File: config.mk
export PLATFORM = sky130hd
export DESIGN_NAME = hazard_ctrl
export DESIGN_NICKNAME = d
export VERILOG_FILES = /design/src/rtl/hazard_pkg.sv /design/src/rtl/hazard_fwd_select.sv /design/src/rtl/hazard_ctrl.sv
export SDC_FILE = /design/constraint.sdc
export NUM_CORES = 1
export LEC_CHECK = 0
export CAP_MARGIN = 10
export CELL_PAD_IN_SITES_DETAIL_PLACEMENT = 1
export CELL_PAD_IN_SITES_GLOBAL_PLACEMENT = 2
export CORE_UTILIZATION = 12
export DETAILED_ROUTE_END_ITERATION = 10
export PLACE_DENSITY_LB_ADDON = 0.1
export SLEW_MARGIN = 40
export SYNTH_ARGS = -nofsm -noshare
export SYNTH_HDL_FRONTEND = slang
export SYNTH_SLANG_ARGS = --single-unit
File: constraint.sdc
create_clock -name clk -period 1.3 [get_ports clk]
set_input_delay 0.195 -clock clk [delete_from_list [all_inputs] [get_ports clk]]
set_output_delay 0.195 -clock clk [all_outputs]
set_load 0.01 [all_outputs]
File: src/rtl/hazard_pkg.sv
// Shared types and helpers for the hazard control unit.
// Optional multi-cycle support is selected with the HAZARD_MC_EN macro.
package hazard_pkg;

    typedef enum logic [1:0] {
        IDLE    = 2'd0,
        LDSTALL = 2'd1,
        MCBUSY  = 2'd2
    } hz_state_t;

    // Forwarding select value meaning "take the operand from the register file"
    localparam int FWD_RF = 0;

    // Forwarding select value for producer stage k (0 is reserved for the register file)
    function automatic int fwd_idx(input int k);
        return k + 1;
    endfunction

endpackage

File: src/rtl/hazard_fwd_select.sv
// Priority encoder choosing the nearest producer stage whose destination
// matches one Execute source register. Register x0 never forwards.
module fwd_select
    import hazard_pkg::*;
#(
    parameter int REG_W   = 5,
    parameter int NUM_FWD = 2,
    parameter int FWD_W   = 2
)(
    input  logic [REG_W-1:0]         rs,
    input  logic [NUM_FWD*REG_W-1:0] fwd_rd,
    input  logic [NUM_FWD-1:0]       fwd_we,
    output logic [FWD_W-1:0]         sel
);

    // Scan from oldest to youngest so the lowest matching index wins
    always_comb begin
        sel = FWD_W'(FWD_RF);
        for (int k = NUM_FWD - 1; k >= 0; k--) begin
            if (fwd_we[k] && (fwd_rd[k*REG_W +: REG_W] == rs) && (rs != '0)) begin
                sel = FWD_W'(fwd_idx(k));
            end
        end
    end

endmodule

File: src/rtl/hazard_ctrl.sv
// Hazard control unit: operand forwarding selects, load-use stall,
// mispredict / redirect flushes and (with HAZARD_MC_EN) multi-cycle
// Execute stalls. Stall/flush outputs are combinational so a hazard is
// covered in the cycle it is detected; reset forces every output low.
module hazard_ctrl
    import hazard_pkg::*;
#(
    parameter  int REG_W    = 5,
    parameter  int NUM_FWD  = 2,
    parameter  int LOAD_LAT = 1,
    localparam int FWD_W    = $clog2(NUM_FWD + 1)
)(
    input  logic                     clk,
    input  logic                     reset,
    input  logic [REG_W-1:0]         rs1_D,
    input  logic [REG_W-1:0]         rs2_D,
    input  logic [REG_W-1:0]         rs1_E,
    input  logic [REG_W-1:0]         rs2_E,
    input  logic [REG_W-1:0]         rd_E,
    input  logic                     regwe_E,
    input  logic                     load_E,
    input  logic [NUM_FWD*REG_W-1:0] fwd_rd,
    input  logic [NUM_FWD-1:0]       fwd_we,
    input  logic                     mc_start_E,
    input  logic                     mc_done,
    input  logic                     branch_E,
    input  logic                     mispredict_E,
    input  logic                     branch_D,
    input  logic                     jump_D,
    output logic                     StallF,
    output logic                     StallD,
    output logic                     StallE,
    output logic                     FlushD,
    output logic                     FlushE,
    output logic [FWD_W-1:0]         fwdA_E,
    output logic [FWD_W-1:0]         fwdB_E,
    output logic                     busy
);

    localparam int CNT_W = $clog2(LOAD_LAT + 1);

    hz_state_t          r_state;
    logic [CNT_W-1:0]   r_cnt;

    hz_state_t          w_nxt_state;
    logic [CNT_W-1:0]   w_nxt_cnt;
    logic               w_lu;
    logic               w_mispred;
    logic               w_redirect;
    logic               w_stall_fd;
    logic               w_stall_e;
    logic               w_flush_e;
    logic               w_flush_mp;
    logic [FWD_W-1:0]   w_fwd_a;
    logic [FWD_W-1:0]   w_fwd_b;

`ifndef HAZARD_MC_EN
    // Handshake inputs are kept on the interface but have no effect here
    logic w_unused_mc;
    assign w_unused_mc = mc_start_E | mc_done;
`endif

    fwd_select #(.REG_W(REG_W), .NUM_FWD(NUM_FWD), .FWD_W(FWD_W)) u_fwd_a (
        .rs     (rs1_E),
        .fwd_rd (fwd_rd),
        .fwd_we (fwd_we),
        .sel    (w_fwd_a)
    );

    fwd_select #(.REG_W(REG_W), .NUM_FWD(NUM_FWD), .FWD_W(FWD_W)) u_fwd_b (
        .rs     (rs2_E),
        .fwd_rd (fwd_rd),
        .fwd_we (fwd_we),
        .sel    (w_fwd_b)
    );

    assign w_lu       = load_E && regwe_E && (rd_E != '0) &&
                        ((rd_E == rs1_D) || (rd_E == rs2_D));
    assign w_mispred  = branch_E && mispredict_E;
    assign w_redirect = branch_D || jump_D;

    // Next-state and per-cycle stall/flush decisions, highest priority first
    always_comb begin
        w_nxt_state = r_state;
        w_nxt_cnt   = r_cnt;
        w_stall_fd  = 1'b0;
        w_stall_e   = 1'b0;
        w_flush_e   = 1'b0;
        w_flush_mp  = 1'b0;
        case (r_state)
            IDLE: begin
                if (w_mispred) begin
                    w_flush_mp = 1'b1;
                    w_flush_e  = 1'b1;
                end else if (w_lu) begin
                    w_stall_fd = 1'b1;
                    w_flush_e  = 1'b1;
                    if (LOAD_LAT > 1) begin
                        w_nxt_state = LDSTALL;
                        w_nxt_cnt   = CNT_W'(LOAD_LAT - 1);
                    end
                end
`ifdef HAZARD_MC_EN
                else if (mc_start_E && !mc_done) begin
                    w_stall_fd  = 1'b1;
                    w_stall_e   = 1'b1;
                    w_nxt_state = MCBUSY;
                end
`endif
            end
            LDSTALL: begin
                if (w_mispred) begin
                    w_flush_mp  = 1'b1;
                    w_flush_e   = 1'b1;
                    w_nxt_state = IDLE;
                    w_nxt_cnt   = '0;
                end else begin
                    w_stall_fd = 1'b1;
                    w_flush_e  = 1'b1;
                    w_nxt_cnt  = r_cnt - CNT_W'(1);
                    if (r_cnt == CNT_W'(1)) begin
                        w_nxt_state = IDLE;
                    end
                end
            end
`ifdef HAZARD_MC_EN
            MCBUSY: begin
                if (!mc_done) begin
                    w_stall_fd = 1'b1;
                    w_stall_e  = 1'b1;
                end else begin
                    w_nxt_state = IDLE;
                end
            end
`endif
            default: begin
                w_nxt_state = IDLE;
                w_nxt_cnt   = '0;
            end
        endcase
    end

    // State and load-latency counter; reset aborts any stall in progress
    always_ff @(posedge clk or posedge reset) begin
        if (reset) begin
            r_state <= IDLE;
            r_cnt   <= '0;
        end else begin
            r_state <= w_nxt_state;
            r_cnt   <= w_nxt_cnt;
        end
    end

    // A stalled Decode keeps its redirect and performs it once released
    assign StallF = !reset && w_stall_fd;
    assign StallD = !reset && w_stall_fd;
    assign StallE = !reset && w_stall_e;
    assign FlushD = !reset && (w_flush_mp || (w_redirect && !w_stall_fd));
    assign FlushE = !reset && w_flush_e;
    assign fwdA_E = reset ? '0 : w_fwd_a;
    assign fwdB_E = reset ? '0 : w_fwd_b;
    assign busy   = !reset && (r_state != IDLE);

endmodule

# Yosys cells after proc, flatten, opt, wreduce, memory -nomap -nowiden
# Index checks and enable logic that the tools add are counted.
# totals
regBits	3
# classes
n_addsub	1
n_eq_ne	8
mux	19
n_bitwise	1
reduce_logical	29
# op_table
cell	n
$eq A5 B5 Y1	6
$logic_and A1 B1 Y1	17
$mux W2	8
$reduce_bool A5 Y1	3
$mux W1	7
$pmux W1 S2	3
$pmux W2 S2	1
$logic_or A1 B1 Y1	3
$ne A3 B3 Y1 const B	1
$eq A2 B1 Y1 const B	1
$logic_not A1 Y1	2
$logic_not A2 Y1	1
$reduce_and A2 Y1	1
$reduce_bool A2 Y1	1
$reduce_or A2 Y1	1
$not A1 Y1	1
$sub A1 B1 Y1 const B	1

# Longest topological paths before layout
# depth
word_depth	10
mapped_depth	5
depth_no_buf	4

# Cells and area by module
# A second synthesis with hierarchy kept.
# unflattened
cells_unflattened	69
area_unflattened_um2	509.2
# by_module_without_submodules
mod	instances	cells_per_inst	area_each_um2
fwd_select	2	18	138.9
hazard_ctrl	1	33	231.5

# Least setup slack after synthesis
# Ideal clock, no wire load.
# synth_timing
path_type	input -> output
startpoint	input port rs1_E[1]
endpoint	output port fwdA_E[1]
t_arrival_ns	1.236
path_slack_ns	-0.131
path_stages	4
n_path_buf	0
path_cell_list	or4_4 nor2_4 nor4_2 nor4_2
# synth_between
elab_chain_cells	6
word_cells_on_any_way	10
cone_classes	eq/ne: 2; mux: 3; reduce/logical: 5
# synth_rtl
element	line_no	rtl
from (decl)	hazard_ctrl.sv:17	input logic [REG_W-1:0] rs1_E,
$eq A5 B5 Y1	hazard_fwd_select.sv:20	if (fwd_we[k] && (fwd_rd[k*REG_W +: REG_W] == rs) && (rs != '0)) begin
$logic_and A1 B1 Y1 (2 in series)	hazard_fwd_select.sv:20	
$mux W2	hazard_fwd_select.sv:20	
$mux W2 *	hazard_fwd_select.sv:20	
$mux W2 *	hazard_ctrl.sv:160	assign fwdA_E = reset ? '0 : w_fwd_a;
to (decl)	hazard_ctrl.sv:35	output logic [FWD_W-1:0] fwdA_E,
# Mark *: on every way between the ends. The rest lies on a longest branch, timed or not.

# Worst setup path after layout
# layout_timing
startpoint	input port rs2_E[0]
endpoint	output port fwdB_E[1]
# layout_between
elab_chain_cells	6
word_cells_on_any_way	10
cone_classes	eq/ne: 2; mux: 3; reduce/logical: 5
# layout_rtl
element	line_no	rtl
from (decl)	hazard_ctrl.sv:18	input logic [REG_W-1:0] rs2_E,
$eq A5 B5 Y1	hazard_fwd_select.sv:20	
$logic_and A1 B1 Y1 (2 in series)	hazard_fwd_select.sv:20	
$mux W2	hazard_fwd_select.sv:20	
$mux W2 *	hazard_fwd_select.sv:20	
$mux W2 *	hazard_ctrl.sv:161	assign fwdB_E = reset ? '0 : w_fwd_b;
to (decl)	hazard_ctrl.sv:36	output logic [FWD_W-1:0] fwdB_E,
# Marks and branches as above.

==> impl_metrics.yaml <==
cts:
  postCtsHoldBufs: 0
setup_path:
  cp-end-kind: "output pin"
  worst_setup_path_start_kind: "primary input"
  critical_path_class: "primary input to output pin"
  worstPathRequired_ps: 1110
  cp.arrival_ps: 1490
  crit_path_max_fanout: 2
finish:
  fillerInstances: 499
  final_core_util: 0.302
  drive_above_1_share: 0.464
  final_nets: 187
  flops_and_latches: 0
  nClkBuffers: 0
  multiInputGateArea_um2: 578
  antenna_cells_inserted: 0
  seq_area_um2: 0
  area_growth_pct: 136
floorplan:
  core_um2: 4090
  rows: 23
  dieHeight_um: 68.1
  start_util: 0.128
  pin_count: 57
  fp.dieW_um: 68.1
  die_area_um2: 4640
yosys:
  synth-xor-area-share: 0.501
  synthesis.area_um2: 524
  yosys_warnings: 0
  synth_top_family_by_area: "XOR/XNOR gates"
  synth-simple-area-share: 0.379
  synthAdderAreaFrac: 0
  synth_cells: 67
  synth.area.mux_share: 0
  seq_area_frac_synth: 0
  ys_types: 20
  avgSynthCellArea_um2: 7.82
  synth_compound_area_frac: 0.0692
timing:
  setup_viol: 8
  finalMaxSlewViolations: 0
  setup_tns_ps: -1620
  finalHoldViolCount: 0
  hold_slack_ps: 881
  period_share: 1.29
  period_minus_slack_ps: 1680
  fmax_mhz: 595
  rsz0062_at_grt: "true"
  worst_slack_ps: -381
worst_hold_path:
  hold_class: "primary input to output pin"
job:
  maxCapViolations: 0
grt:
  antenna_found_initial: 0
  grt.overflow.total: 0
  grt_max_degree: 7
  grt_usage: 0.0907
  grt_first_pass_wirelength_um: 3280
  grt_pass1_vias: 765
route:
  vias: 732
  drcViolationCount: 0
  drt_iter0_markers: 6
  ant_nets: 0
  wl_per_cell_um: 11.8
  vias_per_cell: 3.89
  wl_um: 2220
  dr.pass1.iters: 2
run_status:
  status: "complete, but fails checks"
  failed_checks: "negative setup slack"
placed_design:
  hpwlAfterDp_um: 1990
  port_buffers: 52
  gp_congestion: 0.721
pwr:
  vdd_drop_max_v: 0.0000864
  p_leak_nw: 0.572
  p_per_area_nw_per_um2: 279
  finalPower_mw: 0.345
==> placed cells by master (no fill, tap or decap), types with 2 or more instances in the layout <==
cell	n
dlymetal6s2s_1	5
buf_6	9
or4_4	2
dlygate4sd2_1	12
conb_1	2
xor2_1	13
xnor2_1	12
clkdlybuf4s50_1	8
nor4_4	2
nor4_2	2
nand4_1	4
nand2_1	4
buf_4	18
nor2_4	2
buf_2	19
nor3_2	2
xnor2_2	4
nor2_1	4
nor2b_1	2
==> routing by layer <==
layer	GRT usage	share of wire
met3	0.00667	0.092
met4	0	0
met2	0.183	0.50
met5	0	0
met1	0.108	0.41
==> cells in the mapped netlist <==
| cell | n | share of area |
|---|---|---|
| nor4_2 | 4 | 0.095 |
| xor2_1 | 14 | 0.23 |
| nand3b_1 | 1 | 0.014 |
| or3_1 | 1 | 0.012 |
| nand4_1 | 4 | 0.048 |
| nand2_1 | 4 | 0.029 |
| a21oi_1 | 1 | 0.0095 |
| nor2_1 | 4 | 0.029 |
| nand2b_1 | 1 | 0.012 |
| a22oi_1 | 1 | 0.014 |
| o22ai_1 | 1 | 0.012 |
| nor3_1 | 2 | 0.019 |
| nor2b_1 | 3 | 0.036 |
| o311a_1 | 1 | 0.019 |
| conb_1 | 1 | 0.0072 |
| or4_4 | 2 | 0.043 |
| o21a_1 | 1 | 0.014 |
| nor2_4 | 2 | 0.043 |
| xnor2_1 | 16 | 0.27 |
| buf_4 | 3 | 0.043 |
==> critical path: stages <==
cell    delay, ps
buf_6          90
or4_4         530
nor2_4        110
nor4_2         50
buf_4         140
nor4_4        200
buf_2         180
==> worst paths after layout <==
kind	from	to	depth (start not counted)	slack, ps
setup / recovery	rs2_E[0]	fwdB_E[1]	7	-380
hold / removal	fwd_rd[7]	fwdA_E[1]	5	880
==> cell type report <==
type,instances,area share
Tap cell,50,0.0507
Timing Repair Buffer,73,0.481
Multi-Input combinational cell,65,0.468
==> metrics by stage <==
| stage | setup WS [ps] | instance area [µm²] | instances |
|---|---|---|---|
| 2_1_floorplan | -94.8 | 528 | 68 |
| 3_3_place_gp | -993 | 1220 | 184 |
| 3_5_place_dp | -1050 | 1220 | 184 |
| 4_1_cts | -473 | 1210 | 187 |
| 5_1_grt | -443 | 1230 | 188 |
| 6_report | -381 | 1230 | 188 |
==> power by group <==
group | internal, mW | switching [mW]
clock network | 0 | 0
registers | 0 | 0
logic | 0.206 | 0.139
total | 0.206 | 0.139
==> timing repair <==
item	4_1_cts	5_1_grt
setup buffers	3	1
hold endpoints to repair	0	0
pin swaps	32	14
resized for setup	129	12
setup endpoints to repair	8	8
==> logic make-up (layout without fill, tap and decap cells) <==
group | Yosys count | in the layout
xor+xnor | 30 | 30
simple gates | 28 | 28
compound gates | 5 | 5
buf+inv | 3 | 73
other cells | 1 | 2
No activity file was read; power rests on OpenSTA's default activity.
